$ cat config.mk
export PLATFORM = sky130hd
export DESIGN_NAME = fetch_ctrl_flat
export DESIGN_NICKNAME = d
export VERILOG_FILES = /design/src/rtl/fetch_pkg.sv /design/src/rtl/fetch_ctrl_if.sv /design/src/rtl/fetch_ctrl_redirect_latch.sv /design/src/rtl/fetch_ctrl.sv /design/src/flat_wrapper.sv
export SDC_FILE = /design/constraint.sdc
export NUM_CORES = 1
export LEC_CHECK = 0
export CORE_UTILIZATION = 43
export CTS_BUF_LIST = sky130_fd_sc_hd__clkbuf_16
export CTS_CLUSTER_SIZE = 30
export DETAILED_ROUTE_END_ITERATION = 6
export GPL_TIMING_DRIVEN = 0
export PLACE_DENSITY = 0.85
export SKIP_LAST_GASP = 1
export SLEW_MARGIN = 30
export SYNTH_ARGS = -nofsm -noshare
export SYNTH_HDL_FRONTEND = slang
export SYNTH_HIERARCHICAL = 1
export SYNTH_SLANG_ARGS = --single-unit
$ cat constraint.sdc
create_clock -name clk -period 2.2 [get_ports clk]
set_clock_uncertainty 0.2 [all_clocks]
set_input_delay 0.33 -clock clk [delete_from_list [all_inputs] [get_ports clk]]
set_output_delay 0.33 -clock clk [all_outputs]
set_load 0.005 [all_outputs]
$ cat src/rtl/fetch_pkg.sv
// Shared types and defaults for the instruction-fetch sequencer.
package fetch_pkg;

    typedef enum logic [1:0] {
        BOOT  = 2'd0,
        FETCH = 2'd1,
        HOLD  = 2'd2
    } state_t;

    localparam int DEF_INSTR_BYTES = 4;
    localparam int DEF_RESET_VEC   = 0;

    typedef logic [31:0] instr_t;

endpackage

$ cat src/rtl/fetch_ctrl_if.sv
// Signal bundle between the fetch sequencer and the PC, hazard unit, imem and IF/ID.
// imem handshake: a request is open while imem_req=1 and completes on the rising
// edge where imem_ack=1; imem_ack/imem_rdata are ignored whenever imem_req=0.
interface fetch_ctrl_if
    import fetch_pkg::*;
#(
    parameter int ADDR_W = 8
);
    logic [ADDR_W-1:0] curr_addr;
    logic              stall;
    logic              branch_taken;
    logic [ADDR_W-1:0] branch_target;
    logic              imem_req;
    logic [ADDR_W-1:0] imem_addr;
    logic              imem_ack;
    instr_t            imem_rdata;
    logic [ADDR_W-1:0] next_addr;
    logic              pc_write;
    instr_t            instr;
    logic              instr_valid;
    logic              flush;

    modport master (
        input  curr_addr, stall, branch_taken, branch_target, imem_ack, imem_rdata,
        output imem_req, imem_addr, next_addr, pc_write, instr, instr_valid, flush
    );

    modport slave (
        output curr_addr, stall, branch_taken, branch_target, imem_ack, imem_rdata,
        input  imem_req, imem_addr, next_addr, pc_write, instr, instr_valid, flush
    );
endinterface

$ cat src/rtl/fetch_ctrl_redirect_latch.sv
// Holds a taken-branch target that arrived while a fetch was still outstanding.
module redirect_latch #(
    parameter int ADDR_W = 8
) (
    input  logic              clk,
    input  logic              rst,
    input  logic              i_set,
    input  logic [ADDR_W-1:0] i_target,
    input  logic              i_clear,
    output logic              o_pending,
    output logic [ADDR_W-1:0] o_target
);

    logic              r_pending;
    logic [ADDR_W-1:0] r_target;

    // A new redirect always overwrites an older one: newest target wins.
    always_ff @(posedge clk or posedge rst) begin
        if (rst) begin
            r_pending <= 1'b0;
            r_target  <= '0;
        end else if (i_set) begin
            r_pending <= 1'b1;
            r_target  <= i_target;
        end else if (i_clear) begin
            r_pending <= 1'b0;
        end
    end

    assign o_pending = r_pending;
    assign o_target  = r_target;

endmodule

$ cat src/rtl/fetch_ctrl.sv
// IF-stage fetch sequencer: drives imem requests and PC loads, delivers words to IF/ID,
// and handles stalls and branch redirects (including ones during an outstanding fetch).
module fetch_ctrl
    import fetch_pkg::*;
#(
    parameter int ADDR_W      = 8,
    parameter int INSTR_BYTES = DEF_INSTR_BYTES,
    parameter int RESET_VEC   = DEF_RESET_VEC
) (
    input  logic          clk,
    input  logic          rst,
    fetch_ctrl_if.master  bus,
    output state_t        o_state
);

    localparam logic [ADDR_W-1:0] RST_ADDR = ADDR_W'(RESET_VEC);
    localparam logic [ADDR_W-1:0] INC      = ADDR_W'(INSTR_BYTES);

    state_t            r_state;
    state_t            w_state_n;
    instr_t            r_instr;
    instr_t            r_buf;
    logic              r_instr_valid;
    logic              r_flush;

    logic              w_req;
    logic              w_pc_write;
    logic [ADDR_W-1:0] w_next_addr;
    logic              w_valid_n;
    logic              w_flush_n;
    logic              w_take_mem;
    logic              w_take_buf;
    logic              w_load_buf;
    logic              w_pend_set;
    logic              w_pend_clear;
    logic              w_pending;
    logic [ADDR_W-1:0] w_pend_target;

    redirect_latch #(.ADDR_W(ADDR_W)) u_redirect (
        .clk       (clk),
        .rst       (rst),
        .i_set     (w_pend_set),
        .i_target  (bus.branch_target),
        .i_clear   (w_pend_clear),
        .o_pending (w_pending),
        .o_target  (w_pend_target)
    );

    always_ff @(posedge clk or posedge rst) begin
        if (rst) begin
            r_state <= BOOT;
        end else begin
            r_state <= w_state_n;
        end
    end

    always_comb begin
        w_state_n    = r_state;
        w_req        = 1'b0;
        w_pc_write   = 1'b0;
        w_next_addr  = RST_ADDR;
        w_valid_n    = 1'b0;
        w_flush_n    = 1'b0;
        w_take_mem   = 1'b0;
        w_take_buf   = 1'b0;
        w_load_buf   = 1'b0;
        w_pend_set   = 1'b0;
        w_pend_clear = 1'b0;

        unique case (r_state)
            BOOT: begin
                w_pc_write = 1'b1;
                w_state_n  = FETCH;
            end
            FETCH: begin
                w_req = 1'b1;
                if (bus.imem_ack) begin
                    if (bus.branch_taken || w_pending) begin
                        // Word belongs to the wrong path; drop it and redirect.
                        w_pc_write   = 1'b1;
                        w_next_addr  = bus.branch_taken ? bus.branch_target : w_pend_target;
                        w_pend_clear = 1'b1;
                        w_flush_n    = 1'b1;
                    end else if (bus.stall) begin
                        w_load_buf = 1'b1;
                        w_state_n  = HOLD;
                    end else begin
                        w_take_mem  = 1'b1;
                        w_valid_n   = 1'b1;
                        w_pc_write  = 1'b1;
                        w_next_addr = bus.curr_addr + INC;
                    end
                end else if (bus.branch_taken) begin
                    w_pend_set = 1'b1;
                end
            end
            HOLD: begin
                if (bus.branch_taken) begin
                    w_pc_write  = 1'b1;
                    w_next_addr = bus.branch_target;
                    w_flush_n   = 1'b1;
                    w_state_n   = FETCH;
                end else if (!bus.stall) begin
                    w_take_buf  = 1'b1;
                    w_valid_n   = 1'b1;
                    w_pc_write  = 1'b1;
                    w_next_addr = bus.curr_addr + INC;
                    w_state_n   = FETCH;
                end
            end
            default: begin
                w_state_n = BOOT;
            end
        endcase

        // Reset must silence the PC and memory immediately, not at the next edge.
        if (rst) begin
            w_req      = 1'b0;
            w_pc_write = 1'b0;
        end
    end

    always_ff @(posedge clk or posedge rst) begin
        if (rst) begin
            r_instr       <= '0;
            r_buf         <= '0;
            r_instr_valid <= 1'b0;
            r_flush       <= 1'b0;
        end else begin
            r_instr_valid <= w_valid_n;
            r_flush       <= w_flush_n;
            if (w_take_mem) begin
                r_instr <= bus.imem_rdata;
            end else if (w_take_buf) begin
                r_instr <= r_buf;
            end
            if (w_load_buf) begin
                r_buf <= bus.imem_rdata;
            end
        end
    end

    assign bus.imem_req    = w_req;
    assign bus.imem_addr   = bus.curr_addr;
    assign bus.pc_write    = w_pc_write;
    assign bus.next_addr   = w_next_addr;
    assign bus.instr       = r_instr;
    assign bus.instr_valid = r_instr_valid;
    assign bus.flush       = r_flush;
    assign o_state         = r_state;

endmodule
$ cat src/flat_wrapper.sv
// flat-port wrapper written by rule: the top's interface ports become plain ports
module fetch_ctrl_flat import fetch_pkg::*;
#(
    parameter int ADDR_W      = 8,
    parameter int INSTR_BYTES = DEF_INSTR_BYTES,
    parameter int RESET_VEC   = DEF_RESET_VEC
)
  (clk, rst, o_state, bus_curr_addr, bus_stall, bus_branch_taken, bus_branch_target, bus_imem_ack, bus_imem_rdata, bus_imem_req, bus_imem_addr, bus_next_addr, bus_pc_write, bus_instr, bus_instr_valid, bus_flush);
  fetch_ctrl_if #(.ADDR_W(ADDR_W)) bus_i ();
  input  logic clk;
  input  logic rst;
  output state_t o_state;
  input wire logic [$bits(bus_i.curr_addr)-1:0] bus_curr_addr;
  input wire logic [$bits(bus_i.stall)-1:0] bus_stall;
  input wire logic [$bits(bus_i.branch_taken)-1:0] bus_branch_taken;
  input wire logic [$bits(bus_i.branch_target)-1:0] bus_branch_target;
  input wire logic [$bits(bus_i.imem_ack)-1:0] bus_imem_ack;
  input wire logic [$bits(bus_i.imem_rdata)-1:0] bus_imem_rdata;
  output wire logic [$bits(bus_i.imem_req)-1:0] bus_imem_req;
  output wire logic [$bits(bus_i.imem_addr)-1:0] bus_imem_addr;
  output wire logic [$bits(bus_i.next_addr)-1:0] bus_next_addr;
  output wire logic [$bits(bus_i.pc_write)-1:0] bus_pc_write;
  output wire logic [$bits(bus_i.instr)-1:0] bus_instr;
  output wire logic [$bits(bus_i.instr_valid)-1:0] bus_instr_valid;
  output wire logic [$bits(bus_i.flush)-1:0] bus_flush;
  assign bus_i.curr_addr = bus_curr_addr;
  assign bus_i.stall = bus_stall;
  assign bus_i.branch_taken = bus_branch_taken;
  assign bus_i.branch_target = bus_branch_target;
  assign bus_i.imem_ack = bus_imem_ack;
  assign bus_i.imem_rdata = bus_imem_rdata;
  assign bus_imem_req = bus_i.imem_req;
  assign bus_imem_addr = bus_i.imem_addr;
  assign bus_next_addr = bus_i.next_addr;
  assign bus_pc_write = bus_i.pc_write;
  assign bus_instr = bus_i.instr;
  assign bus_instr_valid = bus_i.instr_valid;
  assign bus_flush = bus_i.flush;
  fetch_ctrl #(.ADDR_W(ADDR_W), .INSTR_BYTES(INSTR_BYTES), .RESET_VEC(RESET_VEC)) u_core (.clk(clk), .rst(rst), .bus(bus_i), .o_state(o_state));
endmodule
# Word level (Yosys, flattened, before mapping)

Index checks and enable logic that the tools add are counted.

$add $sub $neg: 1
Reduce and logical (&&, ||, !) cells: 5
Mux-type cells: 41
Equal/unequal tests: 6

Operator list:

| cell                  | count |
|---|---|
| $mux W32              | 2 |
| $mux W8               | 5 |
| $mux W1               | 24 |
| $pmux W8 S2           | 1 |
| $mux W2               | 5 |
| $add A8 B3 Y8 const B | 1 |
| $ne A2 B2 Y1 const B  | 3 |
| $pmux W2 S3           | 1 |
| $pmux W1 S2           | 2 |
| $reduce_and A4 Y1     | 1 |
| $reduce_bool A2 Y1    | 2 |
| $ne A3 B3 Y1 const B  | 1 |
| $pmux W1 S3           | 1 |
| $eq A2 B1 Y1 const B  | 1 |
| $eq A2 B2 Y1 const B  | 1 |
| $logic_not A2 Y1      | 1 |
| $logic_or A1 B1 Y1    | 1 |

Bits of input ports: 53
Bits in registers: 77
Logic and storage cells: 60

# Depth between registers and ports, before layout

Depth after elaboration: 6
Gate-level depth with buffers: 8
Mapped depth without buffers: 6

# Hierarchy

Netlist, hierarchy kept.

By module, submodules not included:

| module         | area each (µm²) | cells each | times used |
|---|---|---|---|
| fetch_ctrl     | 3228.1          | 303        | 1 |
| redirect_latch | 372.9           | 21         | 1 |

# Worst setup path before layout

Ideal clock, no wire load.

Path kind: register -> output
Start: register u_core.r_state[1] (netlist: u_core/o_state[1])
End: output bus_next_addr[0]
Buffers on the path: 0
Required time: 1.670 ns
Cell stages (with the launch flop): 7
Arrival: 1.486 ns
Slack: 0.184 ns
Cell sequence: dfrtp_1 -> inv_1 -> ha_1 -> nand2_1 -> o21ai_0 -> and4_1 -> a22o_1

Longest elaborated chain between the ends: 2

Ends and longest elaborated chain:

| element                                             | line               | text |
|---|---|---|
| start, declared                                     | fetch_ctrl.sv:19   | `state_t r_state;` |
| start signal, assigned                              | fetch_ctrl.sv:53   | `r_state <= w_state_n;` |
| $eq A2 B2 Y1 / $eq A2 B1 Y1 (equally long branches) | fetch_ctrl.sv:70   | `unique case (r_state)` |
| $pmux W8 S2 *                                       | fetch_ctrl.sv:70   |  |
| end, declared                                       | flat_wrapper.sv:21 | `output wire logic [$bits(bus_i.next_addr)-1:0] bus_next_addr;` |

Mark *: on every way between the ends. The rest lies on a longest branch, timed or not.

# Worst setup path in the final report

Start: register u_core.r_state[1] (netlist: u_core/o_state[1])
End: output bus_next_addr[7]

Same word-level chain as after synthesis.

==> results.sh <==
export IMPL_r2r_start="u_core/o_state[1]"
export IMPL_path_max_fanout=3
export IMPL_dr_total_vias=3219
export IMPL_clk_pin_slew_worst_paths_ns=0.06
export IMPL_synth_simple_gate_area_share_pct=7.992
export IMPL_die_y_um=93.51
export IMPL_cts_made_buffers=9
export IMPL_share_seq_of_total_power_pct=34.6
export IMPL_clkSinkCount=77
export IMPL_p_per_area_mw_per_mm2=1318
export IMPL_htreeDepth=3
export IMPL_synth_edf_count=0
export IMPL_syn_inst=324
export IMPL_power_switching_w=0.002282
export IMPL_clkPwrFrac_pct=22.9
export IMPL_grt_max_degree=31
export IMPL_grt_antenna_before_repair=0
export IMPL_gp_congestion=0.9060
export IMPL_rr_worst_depth=9
export IMPL_drive_gt1_share_pct=33.19
export IMPL_dp_cells=536
export IMPL_startpoint_type="flip-flop"
export IMPL_worstReg2RegEnd="u_core/bus.instr[10]"
export IMPL_synthTopCellsByArea="dfrtp_1 (54%), mux2_2 (10%), o22ai_1 (5.7%)"
export IMPL_clockBufferDepth=2
export IMPL_cp_arrival_ns=1.94
export IMPL_ir_drop_v=0.0008345
export IMPL_area_delta_synth_final_pct=55.66
export IMPL_ioPinCount=107
export IMPL_initial_core_util_pct=44.05
export IMPL_num_rows=33
export IMPL_yosys_warnings=6
export IMPL_nNetsFinal=527
export IMPL_layout_common_cells="clkdlybuf4s50_1 (87), dfrtp_1 (75), a21oi_1 (39)"
export IMPL_yosysUniqueCellTypes=41
export IMPL_post_place_ws_ns=-0.8985
export IMPL_dr_pass1_iters=4
export IMPL_routedWlPerCell_um=18.58
export IMPL_die_x_um=93.51
export IMPL_fmaxAchievable_mhz=404.5
export IMPL_pwr_share_comb_pct=42.5
export IMPL_syn_nets=382
export IMPL_synth_avg_cell_area_um2=11.11
export IMPL_final_common_cell="clkdlybuf4s50_1"
export IMPL_ant_nets=0
export IMPL_drt_total_wl_mm=10.74
export IMPL_swShare_pct=30.88
export IMPL_critPathRequiredTime_ns=1.67
export IMPL_grt_total_usage_pct=23.32
export IMPL_ys_seq_area_share_pct=53.51
export IMPL_synth_area_leader_cell="dfrtp_1"
export IMPL_p_int_w=0.005108
export IMPL_drt_iter0_drc=150
export IMPL_synthArstFlopShare_pct=100.0
export IMPL_synth_top_family_by_area="compound AO/OA/AOI/OAI gates"
export IMPL_status="complete, but fails checks"
export IMPL_cts_root_buf="clkbuf_16"
export IMPL_diodes=0
export IMPL_ys_ff_latch=77
export IMPL_drc_errors=0
export IMPL_grt_setup_unrepaired="true"
export IMPL_netlist_area_leader_share_pct=53.51
export IMPL_finalNonFillerCells=578
export IMPL_hpwl_mm=6.452
export IMPL_synth_xor_area_share_pct=0.7297
export IMPL_worst_slack_ns=-0.2720
export IMPL_hold_violations=0
export IMPL_grt_pass1_wl_mm=15.69
export IMPL_layout_min_cycle_time_ns=2.472
export IMPL_viasPerCell=5.569
export IMPL_violations="setup timing"
export IMPL_report_final_setup_viol=9
export IMPL_cts_tree="built"
export IMPL_syn_cell_area_mm2=0.003601
export IMPL_r2r_slack_ns=0.02
export IMPL_ys_flop_type="dfrtp_1"
export IMPL_synth_compound_area_share_pct=16.61
export IMPL_power_leakage_nw=2.415
export IMPL_dieArea_mm2=0.008744
export IMPL_synth_fa_ha_area_share_pct=1.737
export IMPL_endpoint_kind="primary output"
export IMPL_maxSlewHeadroom_pct=66.66
export IMPL_cts_hold_buf=0
export IMPL_finalMaxSlewViolations=0
export IMPL_min_period_over_period_pct=112.4
export IMPL_hp_class="in -> async"
export IMPL_fill_cells=587
export IMPL_numPortBuffers=105
export IMPL_first_global_vias=3222
export IMPL_grt_ovfl_total=0
export IMPL_synth_area_mux_share_pct=13.93
export IMPL_drv_cap=0
export IMPL_clock_latency_ns=0.33
export IMPL_critPathKind="reg -> out"
export IMPL_core_area_mm2=0.008175
export IMPL_worst_slew_pin_slew_ns=0.5001
Yosys cell counts (2+ instances only):
library cell  instances
dfrtp_1              77
a21oi_1              40
nor2_1               35
mux2_2               33
o22ai_1              33
buf_2                11
clkbuf_1              9
inv_1                 9
buf_4                 8
mux2_4                8
nand2_1               8
ha_1                  5
a32oi_1               4
nand3_1               4
nor3_1                3
nor3b_1               3
o21ai_0               3
xnor2_1               3
a211oi_1              2
a31oi_1               2
nor2b_1               2
o21a_1                2
o2bb2ai_1             2
timing repair:
action                                  in CTS  in global routing
endpoints found under the hold margin        0                  0
setup buffers                               19                  9
pin swaps                                   15                 13
endpoints found under the setup margin      60                 39
resized for setup                           67                 49
registers in the layout (all words and copies together), names as in the netlist:
name,count
u_core/bus.instr,32
u_core/r_buf,32
u_core/u_redirect/o_target,8
u_core/o_state,2
u_core/bus.flush,1
u_core/bus.instr_valid,1
u_core/u_redirect/o_pending,1
layer usage:
metal	track usage (%)	share of wire, %	wire, um	vias up
met5	0	0	0	-
met4	9.615	1.6	177	0
met3	4.065	4.7	507	19
met2	40.63	52	5554	119
met1	28.48	42	4500	1613
li1	-	-	-	1468
worst max path at each step:
| stage | end | start | slack [ns] | depth (start not counted) |
|---|---|---|---|---|
| 6_report | bus_next_addr[7] | u_core/o_state[1] | -0.27 | 7 |
| 5_1_grt | bus_next_addr[7] | u_core/o_state[1] | -0.32 | 7 |
| 4_1_cts | bus_next_addr[0] | u_core/o_state[1] | -0.26 | 8 |
| 3_5_place_dp | bus_next_addr[7] | bus_curr_addr[4] | -0.90 | 6 |
| 3_3_place_gp | bus_next_addr[7] | bus_curr_addr[4] | -0.90 | 6 |
| 2_1_floorplan | bus_next_addr[0] | u_core/o_state[1] | 0.18 | 6 |
kinds of logic after synthesis:
logic type / Yosys count
multiplexers: 42
AND/OR/NAND/NOR: 61
flip-flops: 77
AO/OA/AOI/OAI: 97
adder cells (fa/ha/maj): 5
buffers and inverters: 39
XOR/XNOR: 3
critical path: stages (launching register included):
cell and delay (ns):
dfrtp_2 0.42, inv_2 0.08, ha_4 0.18, buf_6 0.12, nand4bb_4 0.13, a211o_4 0.35
a31oi_4 0.17, buf_2 0.15
per-stage QoR:
| stage | total power (W) | TNS, ns | area [um2] | hold slack [ns] | utilization [%] |
|---|---|---|---|---|---|
| after CTS | 0.007007 | -1.769 | 5429 | 0.2254 | 66.41 |
| final | 0.007390 | -1.728 | 5605 | 0.2134 | 68.56 |
| after floorplan | 0.003764 | 0 | 3605 | -0.04208 | - |
| after detailed placement | 0.005011 | -19.54 | 4827 | 0.2917 | 59.05 |
| after global placement | 0.004869 | -19.03 | 4787 | 0.2870 | 58.56 |
| after global routing | 0.007779 | -3.104 | 5605 | 0.2570 | 68.56 |
area by class of cell:
class / count / area, um2 / area share, %
tap: 105 / 131.4 / 2.344
clock buffer: 9 / 225.2 / 4.018
sequential: 77 / 1929 / 34.42
inverter: 10 / 52.55 / 0.9375
clock inverter: 6 / 112.6 / 2.009
multi-input combinational: 208 / 1677 / 29.91
buffer: 28 / 187.7 / 3.348
timing repair buffer: 135 / 1290 / 23.01
power groups by stage:
stage	Combinational, W	Clock (W)	Sequential, W
floorplan	0.00129	0	0.00248
detailed placement	0.00248	0	0.00253
CTS	0.00279	0.00170	0.00251
global placement	0.00239	0	0.00248
global route	0.00338	0.00177	0.00263
finish	0.00314	0.00169	0.00255
Power figures use the tool's default switching activity.
